==> src/rtl/booth_mult_seq_pkg.sv <==
// Shared widths and FSM state encodings for the iterative Booth multiplier.
// No logic; imported by the multiplier datapath and controller.
// Constants only.
package booth_mult_seq_pkg;
  localparam int OPERAND_W    = 8;
  localparam int PRODUCT_W    = 16;
  localparam int BOOTH_DIGITS = 5;
  localparam int IDX_W        = 3;

  typedef enum logic [1:0] {
    ST_IDLE = 2'b00,
    ST_RUN  = 2'b01,
    ST_DONE = 2'b10
  } state_t;
endpackage

==> src/rtl/booth_encoder.sv <==
// Radix-4 Booth recoder for an 8-bit multiplier into 5 digits (single/double/negative).
// Combinational, zero latency.
// No handshake; outputs follow the inputs.
module booth_encoder
  import booth_mult_seq_pkg::*;
(
  input  logic [OPERAND_W-1:0]    multiplier,
  input  logic                    signed_mpy,
  output logic [BOOTH_DIGITS-1:0] sel_single,
  output logic [BOOTH_DIGITS-1:0] sel_double,
  output logic [BOOTH_DIGITS-1:0] sel_neg
);
  logic       ext_bit;
  logic [2*BOOTH_DIGITS:0] ext;

  // Two extension bits plus the implicit zero below bit 0 give 5 overlapping triplets.
  assign ext_bit = signed_mpy & multiplier[OPERAND_W-1];
  assign ext     = {ext_bit, ext_bit, multiplier, 1'b0};

  always_comb begin
    sel_single = '0;
    sel_double = '0;
    sel_neg    = '0;
    for (int i = 0; i < BOOTH_DIGITS; i++) begin
      sel_single[i] = ext[2*i+1] ^ ext[2*i];
      sel_double[i] = (ext[2*i+2 -: 3] == 3'b011) || (ext[2*i+2 -: 3] == 3'b100);
      sel_neg[i]    = ext[2*i+2];
    end
  end
endmodule

==> src/rtl/booth_mult_seq_pp_gen.sv <==
// Selects, conditionally negates and positions one Booth partial product.
// Combinational, zero latency.
// No handshake.
module booth_pp_gen
  import booth_mult_seq_pkg::*;
(
  input  logic [PRODUCT_W-1:0] m,
  input  logic                 sel_single,
  input  logic                 sel_double,
  input  logic                 sel_neg,
  input  logic [IDX_W-1:0]     idx,
  output logic [PRODUCT_W-1:0] pp
);
  logic [PRODUCT_W-1:0] mag;
  logic [PRODUCT_W-1:0] signed_pp;

  always_comb begin
    mag = '0;
    if (sel_single)      mag = m;
    else if (sel_double) mag = m << 1;
  end

  // ~0 + 1 wraps to 0, so a negative-zero digit contributes nothing.
  assign signed_pp = sel_neg ? (~mag + 16'd1) : mag;
  assign pp        = signed_pp << {idx, 1'b0};
endmodule

==> src/rtl/booth_mult_seq.sv <==
// Iterative 8x8 radix-4 Booth multiplier: accept, 5 digit-add cycles, present product.
// Latency 5 clocks from accept edge to out_valid; 1 result per 7 cycles peak.
// DONE holds product and out_valid until out_ready; in_ready only in IDLE outside reset.
module booth_mult_seq
  import booth_mult_seq_pkg::*;
(
  input  logic                 clk,
  input  logic                 rst,
  input  logic                 in_valid,
  output logic                 in_ready,
  input  logic [OPERAND_W-1:0] multiplicand,
  input  logic [OPERAND_W-1:0] multiplier,
  input  logic                 signed_mcand,
  input  logic                 signed_mpy,
  output logic                 out_valid,
  input  logic                 out_ready,
  output logic [PRODUCT_W-1:0] product,
  output logic                 busy
);
  state_t                  state;
  logic [OPERAND_W-1:0]    mcand_q;
  logic [OPERAND_W-1:0]    mpy_q;
  logic                    smc_q;
  logic                    smp_q;
  logic [IDX_W-1:0]        idx;
  logic [PRODUCT_W-1:0]    acc;
  logic [PRODUCT_W-1:0]    m_ext;
  logic [PRODUCT_W-1:0]    pp;
  logic [PRODUCT_W-1:0]    acc_next;
  logic [BOOTH_DIGITS-1:0] dig_single;
  logic [BOOTH_DIGITS-1:0] dig_double;
  logic [BOOTH_DIGITS-1:0] dig_neg;

  assign m_ext    = {{(PRODUCT_W-OPERAND_W){smc_q & mcand_q[OPERAND_W-1]}}, mcand_q};
  assign acc_next = acc + pp;
  assign in_ready = (state == ST_IDLE) && !rst;

  booth_encoder u_enc (
    .multiplier (mpy_q),
    .signed_mpy (smp_q),
    .sel_single (dig_single),
    .sel_double (dig_double),
    .sel_neg    (dig_neg)
  );

  booth_pp_gen u_pp (
    .m          (m_ext),
    .sel_single (dig_single[idx]),
    .sel_double (dig_double[idx]),
    .sel_neg    (dig_neg[idx]),
    .idx        (idx),
    .pp         (pp)
  );

  always_ff @(posedge clk) begin
    if (rst) begin
      state     <= ST_IDLE;
      out_valid <= 1'b0;
      busy      <= 1'b0;
      product   <= '0;
      idx       <= '0;
      acc       <= '0;
      mcand_q   <= '0;
      mpy_q     <= '0;
      smc_q     <= 1'b0;
      smp_q     <= 1'b0;
    end else begin
      case (state)
        ST_IDLE: begin
          if (in_valid) begin
            mcand_q <= multiplicand;
            mpy_q   <= multiplier;
            smc_q   <= signed_mcand;
            smp_q   <= signed_mpy;
            acc     <= '0;
            idx     <= '0;
            busy    <= 1'b1;
            state   <= ST_RUN;
          end
        end
        ST_RUN: begin
          acc <= acc_next;
          idx <= idx + 3'd1;
          if (idx == IDX_W'(BOOTH_DIGITS - 1)) begin
            product   <= acc_next;
            out_valid <= 1'b1;
            state     <= ST_DONE;
          end
        end
        ST_DONE: begin
          if (out_ready) begin
            out_valid <= 1'b0;
            busy      <= 1'b0;
            state     <= ST_IDLE;
          end
        end
        default: begin
          out_valid <= 1'b0;
          busy      <= 1'b0;
          state     <= ST_IDLE;
        end
      endcase
    end
  end
endmodule

==> config.mk <==
export PLATFORM = sky130hd
export DESIGN_NAME = booth_mult_seq
export DESIGN_NICKNAME = d
export VERILOG_FILES = /design/src/rtl/booth_mult_seq_pkg.sv /design/src/rtl/booth_encoder.sv /design/src/rtl/booth_mult_seq_pp_gen.sv /design/src/rtl/booth_mult_seq.sv
export SDC_FILE = /design/constraint.sdc
export NUM_CORES = 1
export LEC_CHECK = 0
export ABC_AREA = 1
export BUFFER_PORTS_ARGS = -buffer_cell sky130_fd_sc_hd__buf_2
export CAP_MARGIN = 20
export CORE_UTILIZATION = 64
export CTS_CLUSTER_SIZE = 10
export DETAILED_ROUTE_END_ITERATION = 10
export PLACE_DENSITY = 0.86
export SETUP_SLACK_MARGIN = 0.02
export SLEW_MARGIN = 15
export SYNTH_ARGS = -nofsm -noshare
export SYNTH_HDL_FRONTEND = slang
export SYNTH_SLANG_ARGS = --single-unit
==> constraint.sdc <==
create_clock -name clk -period 7.8 [get_ports clk]
set_clock_uncertainty 0.2 [all_clocks]
set_input_delay 1.56 -clock clk [delete_from_list [all_inputs] [get_ports clk]]
set_output_delay 1.56 -clock clk [all_outputs]
set_load 0.02 [all_outputs]
* After elaboration in Yosys (flattened, before gate mapping)
Index checks and enable logic that the tools add are counted.
** Operators by class
- $add $sub $neg :: 3
- Magnitude comparators :: 1
- Equality and inequality tests :: 15
- Shifts and indexed selects :: 1
- Multiplexer cells :: 22
- Bitwise logic cells :: 9
- Reduce and logical (&&, ||, !) cells :: 14
** Operators by type and width (count)
- two-way mux 16 bit :: 4
- case mux 16 bit (2 select lines) :: 1
- adder 16 x 1 -> 16 bit (second input constant) :: 1
- adder 16 bit :: 1
- NOT 16 bit :: 1
- left shift 16 x 4 -> 16 bit :: 1
- == test 3 bit (second input constant) :: 5
- == test 3 x 2 -> 1 bit (second input constant) :: 4
- binary-select mux 1 bit (select 3 bit) :: 3
- AND reduction 3 bit :: 3
- two-way mux 1 bit :: 6
- two-way mux 2 bit :: 3
- != test 2 bit (second input constant) :: 3
- case mux 1 bit (3 select lines) :: 2
- case mux 2 bit (3 select lines) :: 1
- case mux 3 bit (2 select lines) :: 1
- AND reduction 2 bit :: 3
- == test 2 bit (second input constant) :: 2
- logical OR 1 bit :: 4
- < comparator 3 x 4 -> 1 bit (second input constant) :: 1
- bitwise XOR 1 bit :: 4
- adder 3 x 1 -> 3 bit (second input constant) :: 1
- two-way mux 3 bit :: 1
- bitwise AND 1 bit :: 2
- other kinds (6) :: 7
** Word-level totals
- Register bits after elaboration :: 57
- Output and inout port bits :: 19

* Longest topological paths before layout
Gate-level depths: netlist (run 1).
- Word-level depth :: 13
- Depth in mapped cells :: 35
- Mapped depth without buffers :: 35

* Hierarchy
A second synthesis (run 1) with hierarchy kept.
** Unflattened totals
- Cell total of the unflattened synthesis :: 767
- Area, all modules :: 4561.9 µm²
** By module, submodules not included
- booth_mult_seq :: times used 1, cells an instance 480, area each 3161.8 µm², sequential area each 1141.1 µm²
- booth_pp_gen :: times used 1, cells an instance 253, area each 1193.6 µm², sequential area each 0.0 µm²
- booth_encoder :: times used 1, cells an instance 34, area each 206.4 µm², sequential area each 0.0 µm²

* Worst setup path after synthesis (run 1)
Ideal clock, no wire load.
- Path type :: register -> register
- Start :: reg mpy_q[5]
- End :: reg product[13]
- Setup time :: 116 ps
- Arrival time :: 4106 ps
- Slack :: 3378 ps
- Stages on the path, launching flop included :: 33
- Path buffers :: 0
- Cells stage by stage :: dfxtp_1 inv_1 ha_1 nand2_1 nand3_2 nand3_4 nand3_1 nor2_1 nor2_4 ha_1 or2_0 xor2_1 inv_1 nand2_1 o21ai_0 o21ai_0 nor2_1 ha_1 a21oi_1 nor2_1 a211oi_1 o31ai_1 nand2_1 nand2_1 a21oi_1 o21ai_0 nand2_1 inv_1 o21ai_0 nand2_1 xor2_1 o21ai_0 inv_1
** Between the ends
- Cells in the longest elaborated chain, start to end :: 11
- Elaborated cells on any way between the ends :: 20
** Ends and longest elaborated chain
- start: declaration :: line booth_mult_seq.sv:22 : logic [OPERAND_W-1:0] mpy_q;
- start signal: assignment :: line booth_mult_seq.sv:72 : mpy_q <= multiplier;
- == test 3 x 2 -> 1 bit / == test 3 bit (equally long branches) :: line booth_encoder.sv:26 : sel_double[i] = (ext[2*i+2 -: 3] == 3'b011) || (ext[2*i+2 -: 3] == 3'b100);
- logical OR 1 bit :: line booth_encoder.sv:26
- binary-select mux 1 bit (select 3 bit) :: line booth_mult_seq.sv:49 : .sel_double (dig_double[idx]),
- two-way mux 1 bit (implied by the code) :: line booth_mult_seq.sv:49
- two-way mux 16 bit :: line booth_mult_seq_pp_gen.sv:20 : else if (sel_double) mag = m << 1;
- two-way mux 16 bit :: line booth_mult_seq_pp_gen.sv:19 : if (sel_single) mag = m;
- NOT 16 bit :: line booth_mult_seq_pp_gen.sv:24 : assign signed_pp = sel_neg ? (~mag + 16'd1) : mag;
- adder 16 x 1 -> 16 bit :: line booth_mult_seq_pp_gen.sv:24
- two-way mux 16 bit (*) :: line booth_mult_seq_pp_gen.sv:24
- left shift 16 x 4 -> 16 bit (*) :: line booth_mult_seq_pp_gen.sv:25 : assign pp = signed_pp << {idx, 1'b0};
- adder 16 bit (*) :: line booth_mult_seq.sv:35 : assign acc_next = acc + pp;
- end signal: assignment :: line booth_mult_seq.sv:85 : product <= acc_next;
- end: declaration :: line booth_mult_seq.sv:17 : output logic [PRODUCT_W-1:0] product,
Every way passes the cells marked *; elsewhere a longest branch is shown, timed or not. The select of a mux whose other input is x is not followed.
A chain may end at the register's enable or synchronous reset.

* Final worst setup path (run 1)
- Start :: reg idx[0]
- End :: reg product[13]
** Between the ends
- Cells in the longest elaborated chain, start to end :: 9
- Elaborated cells on any way between the ends :: 15
** Ends and longest elaborated chain
- start: declaration :: line booth_mult_seq.sv:25 : logic [IDX_W-1:0] idx;
- start signal: assignment :: line booth_mult_seq.sv:83 : idx <= idx + 3'd1;
- binary-select mux 1 bit (select 3 bit) :: line booth_mult_seq.sv:49
- two-way mux 1 bit (implied by the code) :: line booth_mult_seq.sv:49
- two-way mux 16 bit :: line booth_mult_seq_pp_gen.sv:20
- two-way mux 16 bit :: line booth_mult_seq_pp_gen.sv:19
- NOT 16 bit :: line booth_mult_seq_pp_gen.sv:24
- adder 16 x 1 -> 16 bit :: line booth_mult_seq_pp_gen.sv:24
- two-way mux 16 bit :: line booth_mult_seq_pp_gen.sv:24
- left shift 16 x 4 -> 16 bit :: line booth_mult_seq_pp_gen.sv:25
- adder 16 bit :: line booth_mult_seq.sv:35
Parallel ways exist; a longest one is shown, timed or not. The select of a mux whose other input is x is not followed.

==> flow_summary.json, run 1 <==
{
  "status": "finished clean",
  "cts-root-buf": "clkbuf_8",
  "dr.pass1.iters": 4,
  "yosysMostFrequentCell": "nand2_1",
  "synth_area_mm2": 0.00381,
  "crit_arrival_ps": 5640,
  "coreArea_mm2": 0.00564,
  "dp.cells": 651,
  "ys.flop_type": "dfxtp_1",
  "final.period_utilization": 0.717,
  "tns_ps": 0,
  "p_per_area_mw_per_mm2": 221,
  "drc": 0,
  "synth_edf_count": 0,
  "cap_violations": 0,
  "nets": 639,
  "via_per_inst": 5.57,
  "async_flop_share": 0,
  "numCtsBuffers": 9,
  "die_width_um": 79.2,
  "nFillCells": 431,
  "initialDrtViolationCount": 148,
  "cp_slowest_cell": "dfxtp_1",
  "avgSynthCellArea_um2": 6.84,
  "total_power_uw": 940,
  "cts.sinks": 57,
  "setup_violations": 0,
  "seq_power_share": 0.346,
  "worstSetupPathType": "register to register",
  "cp_slowest_stage_delay_ps": 850,
  "grt_pass1_vias": 3530,
  "setup_slack_ps": 2210,
  "path_common_cell": "nand2_1",
  "routabilityCongestion": 0.960,
  "drv_slew": 0,
  "cts_setup_buffers": 0,
  "yosys.area.top_type_share": 0.299,
  "grt_first_pass_wirelength_mm": 15.2,
  "ys_ff_latch": 57,
  "pwr-share-comb": 0.323,
  "hp-class": "register to register",
  "p_int_uw": 605,
  "diodes": 0,
  "antenna_left": 0,
  "synth_cell_types": 44,
  "synth_nets": 607,
  "rsz0062_at_grt": "no",
  "placed_area_mm2": 0.00403,
  "clockBufferDepth": 2,
  "rows": 27,
  "die_area_mm2": 0.00627,
  "die-height_um": 79.2,
  "syn2layout_area_growth_pct": 11.3,
  "routed_wirelength_mm": 8.71,
  "crit_fanout": 26,
  "ios": 41,
  "p_clk_frac": 0.331,
  "grt_overflow": 0,
  "dpl.hpwl_mm": 6.44,
  "required_ps": 7840,
  "wl_per_cell_um": 13.1,
  "start_kind": "register",
  "hold_viol": 0,
  "io_buffers": 40,
  "initial_utilization": 0.676,
  "worst_hold_slack_ps": 267,
  "worst_pin_slew_ps": 817,
  "utilization": 0.753,
  "yosysTopAreaCell": "dfxtp_1",
  "p_sw_uw": 335,
  "synth_commonest_cells": "nand2_1 (134), nor2_1 (61), dfxtp_1 (57)",
  "pre_cts_ws_ps": 2400,
  "cts_resized": 0,
  "grt_use_total": 0.308,
  "layoutNonFillerInstCount": 667,
  "fin_area_mm2": 0.00425,
  "grt_antenna_before_repair": 0,
  "insertion_delay_ps": 350,
  "yosysSeqAreaShare": 0.299,
  "crit_path_end_kind": "register",
  "route.vias.total": 3716,
  "ys_top_cells_by_area": "dfxtp_1 (30%), nand2_1 (13%), ha_1 (8.5%)",
  "min_period_ps": 5590,
  "ys_warn_count": 0,
  "p_leak_nw": 2.05,
  "swShare": 0.356,
  "grt_max_degree": 41,
  "cts_htree_levels": 3,
  "synthCells": 558,
  "drive_gt1_frac": 0.156,
  "clk_pin_slew_ps": 70,
  "cts.hold.buffers_added": 0,
  "vdd.ir_drop.worst_v": 0.000140,
  "maxSlewHeadroom": 0.455,
  "clock.fmax_mhz": 179,
  "cts_tree": "built"
}
sequential cells by signal, indices dropped and copies added (netlist names):
name / cells
smp_q: 1
mpy_q: 8
acc: 16
smc_q: 1
product: 16
out_valid: 1
busy: 1
idx: 3
mcand_q: 8
state: 2
worst max-delay path: cells and delay by family (launching register included):
family	cells	cell delay (ps)
AO/OA/AOI/OAI	10	1780
flip-flops	1	850
AND/OR/NAND/NOR	13	1360
adder cells (fa/ha/maj)	2	560
buffers and inverters	4	450
XOR/XNOR	2	290
logic make-up (layout without fill, tap and decap cells):
family	Yosys count	after routing	share of synthesized area
AOI/OAI and AO/OA	122	122	0.176
adders and majority gates	27	27	0.0905
muxes	2	2	0.00525
and+or+nand+nor	260	260	0.311
xor gates and xnor gates	17	17	0.0390
buffers and inverters	73	110	0.0797
DFF	57	57	0.299
routing by layer:
| layer | GRT usage | wire length (um) |
|---|---|---|
| met1 | 0.346 | 3780 |
| met2 | 0.557 | 4430 |
| met3 | 0.0483 | 301 |
| met4 | 0.160 | 209 |
| met5 | 0 | 0 |
cell usage in the layout, fill, tap and decap left out, types with 7 or more instances in the layout:
master,netlist,layout
nand2_1,134,134
clkbuf_8,0,10
nor2_1,61,61
xor2_1,10,10
inv_1,43,43
xnor2_1,7,7
o21ai_0,44,44
buf_2,6,40
nand2_2,9,9
ha_1,26,26
dfxtp_1,57,57
a21oi_1,52,52
nand3_1,25,25
worst paths after layout:
check / startpoint / end / slack [ps] / depth (start not counted)
worst max register to register: idx[0] / product[13] / 2210 / 31
worst min register to register: product[11] / product[11] / 270 / 2
worst max-delay path: idx[0] / product[13] / 2210 / 31
worst min-delay path: product[11] / product[11] / 270 / 2
power by group through the flow:
stage	registers, mW	clock network (mW)	logic (mW)
after floorplan	0.325	0	0.244
after global placement	0.331	0	0.288
after detailed placement	0.332	0	0.297
after CTS	0.325	0.315	0.301
after global routing	0.328	0.328	0.344
final	0.326	0.311	0.304
layout make-up:
| cell class | instances | area [um^2] | share of cell area |
|---|---|---|---|
| flip-flops and latches | 57 | 1140 | 0.269 |
| clock inverters | 5 | 78.8 | 0.0186 |
| inverters | 50 | 195 | 0.0460 |
| multi-input cells | 428 | 2370 | 0.558 |
| repair buffers | 44 | 230 | 0.0542 |
| well taps | 72 | 90.1 | 0.0212 |
| clock buffers | 11 | 141 | 0.0333 |
Power figures use the tool's default switching activity.
==> run 2, diff against run 1 <==
--- a/config.mk
+++ b/config.mk
@@ -8,10 +8,10 @@
 export ABC_AREA = 1
 export BUFFER_PORTS_ARGS = -buffer_cell sky130_fd_sc_hd__buf_2
 export CAP_MARGIN = 20
-export CORE_UTILIZATION = 64
+export CORE_UTILIZATION = 59
 export CTS_CLUSTER_SIZE = 10
 export DETAILED_ROUTE_END_ITERATION = 10
-export PLACE_DENSITY = 0.86
+export PLACE_DENSITY = 0.8
 export SETUP_SLACK_MARGIN = 0.02
 export SLEW_MARGIN = 15
 export SYNTH_ARGS = -nofsm -noshare
==> constraint.sdc (replaced) <==
create_clock -name clk -period 5.8 [get_ports clk]
set_clock_uncertainty 0.2 [all_clocks]
set_input_delay 1.16 -clock clk [delete_from_list [all_inputs] [get_ports clk]]
set_output_delay 1.16 -clock clk [all_outputs]
set_load 0.02 [all_outputs]
==> flow_summary.json, run 2 (synthesized netlist as in run 1, its figures left out) <==
{
  "grt_overflow": 0,
  "insertion_delay_ps": 350,
  "io_buffers": 40,
  "multi_input_area_mm2": 0.00237,
  "clock.fmax_mhz": 198,
  "path_common_cell": "nand2_1",
  "nets": 641,
  "dpl.hpwl_mm": 6.56,
  "die-height_um": 82.4,
  "reg_top3": "acc x16, product x16",
  "start_kind": "register",
  "cp_slowest_stage_delay_ps": 390,
  "final_common_cell": "nand2_1",
  "route.vias.total": 3679,
  "ios": 41,
  "cts-root-buf": "clkbuf_8",
  "cts_tree": "built",
  "grt_antenna_before_repair": 0,
  "drv_slew": 0,
  "status": "finished clean",
  "p_per_area_mw_per_mm2": 292,
  "cts_setup_buffers": 0,
  "vdd.ir_drop.worst_v": 0.000219,
  "die_area_mm2": 0.00679,
  "rsz0062_at_grt": "no",
  "crit_fanout": 19,
  "coreArea_mm2": 0.00606,
  "worstSetupPathType": "register to register",
  "min_period_ps": 5060,
  "crit_path_end_kind": "register",
  "grt_pass1_vias": 3305,
  "wl_per_cell_um": 13.1,
  "cts.sinks": 57,
  "cts_htree_levels": 3,
  "drive_gt1_frac": 0.161,
  "diodes": 0,
  "maxSlewHeadroom": 0.503,
  "required_ps": 5850,
  "syn2layout_area_growth_pct": 11.7,
  "initialDrtViolationCount": 149,
  "drc": 0,
  "final.period_utilization": 0.873,
  "grt_max_degree": 41,
  "tns_ps": 0,
  "layout_common_cells": "nand2_1 (134), nor2_1 (61), dfxtp_1 (57), a21oi_1 (52), o21ai_0 (44)",
  "hold_viol": 0,
  "die_width_um": 82.4,
  "cts_resized": 0,
  "hp-class": "register to register",
  "dr.pass1.iters": 5,
  "total_power_mw": 1.25,
  "routed_wirelength_mm": 8.82,
  "p_leak_nw": 2.05,
  "rows": 28,
  "setup_violations": 0,
  "worst_pin_slew_ps": 745,
  "numCtsBuffers": 9,
  "antenna_left": 0,
  "crit_arrival_ps": 5110,
  "routabilityCongestion": 0.926,
  "clockBufferDepth": 2,
  "grt_use_total": 0.280,
  "cap_violations": 0,
  "ff_latch_area_mm2": 0.00114,
  "via_per_inst": 5.47,
  "initial_utilization": 0.629,
  "clk_pin_slew_ps": 70,
  "grt_first_pass_wirelength_mm": 14.4,
  "cts.hold.buffers_added": 0,
  "cp_slowest_cell": "dfxtp_1",
  "nFillCells": 552
}
run 2: area by class of cell:
| class | count | share of cell area |
|---|---|---|
| Multi-Input combinational cell | 428 | 0.556 |
| Sequential cell | 57 | 0.268 |
| Timing Repair Buffer | 46 | 0.0576 |
| Inverter | 50 | 0.0458 |
| Clock buffer | 12 | 0.0388 |
| Tap cell | 75 | 0.0220 |
| Clock inverter | 4 | 0.0117 |
run 2: stage by stage:
step	util	hold slack, ps	cell area [um^2]	setup slack (ps)	std cells
floorplan	-	245	3810	1380	558
global route	0.703	294	4260	227	672
finish	0.703	258	4260	737	672
detailed placement	0.667	250	4050	850	656
CTS	0.703	261	4260	824	672
global placement	0.667	245	4050	1080	656
run 2: worst max-delay path: cells and delay by family, from the launching register on:
kind / cells / cell delay [ps]
DFF: 1 / 390
buffers and inverters: 4 / 380
adders and majority gates: 2 / 600
xor gates and xnor gates: 2 / 280
AOI/OAI and AO/OA: 9 / 1590
and+or+nand+nor: 12 / 1490
run 2: path summary, 6_finish.rpt:
kind / cells after the start / slack [ps] / endpoint / from
max: 29 / 740 / product[13] / idx[0]
min: 2 / 260 / product[9] / product[9]
max reg2reg: 29 / 740 / product[13] / idx[0]
min reg2reg: 2 / 260 / product[9] / product[9]
run 2: routing by layer:
layer | GRT usage | part of all wire
met5 | 0 | 0
met4 | 0.133 | 0.028
met3 | 0.0648 | 0.045
met2 | 0.493 | 0.49
met1 | 0.319 | 0.44
run 2: power breakdown:
part | leakage (nW) | internal [mW] | total (mW) | switching (mW)
clock | 0.105 | 0.233 | 0.399 | 0.167
sequential | 0.465 | 0.415 | 0.434 | 0.0186
combinational | 1.48 | 0.146 | 0.413 | 0.267
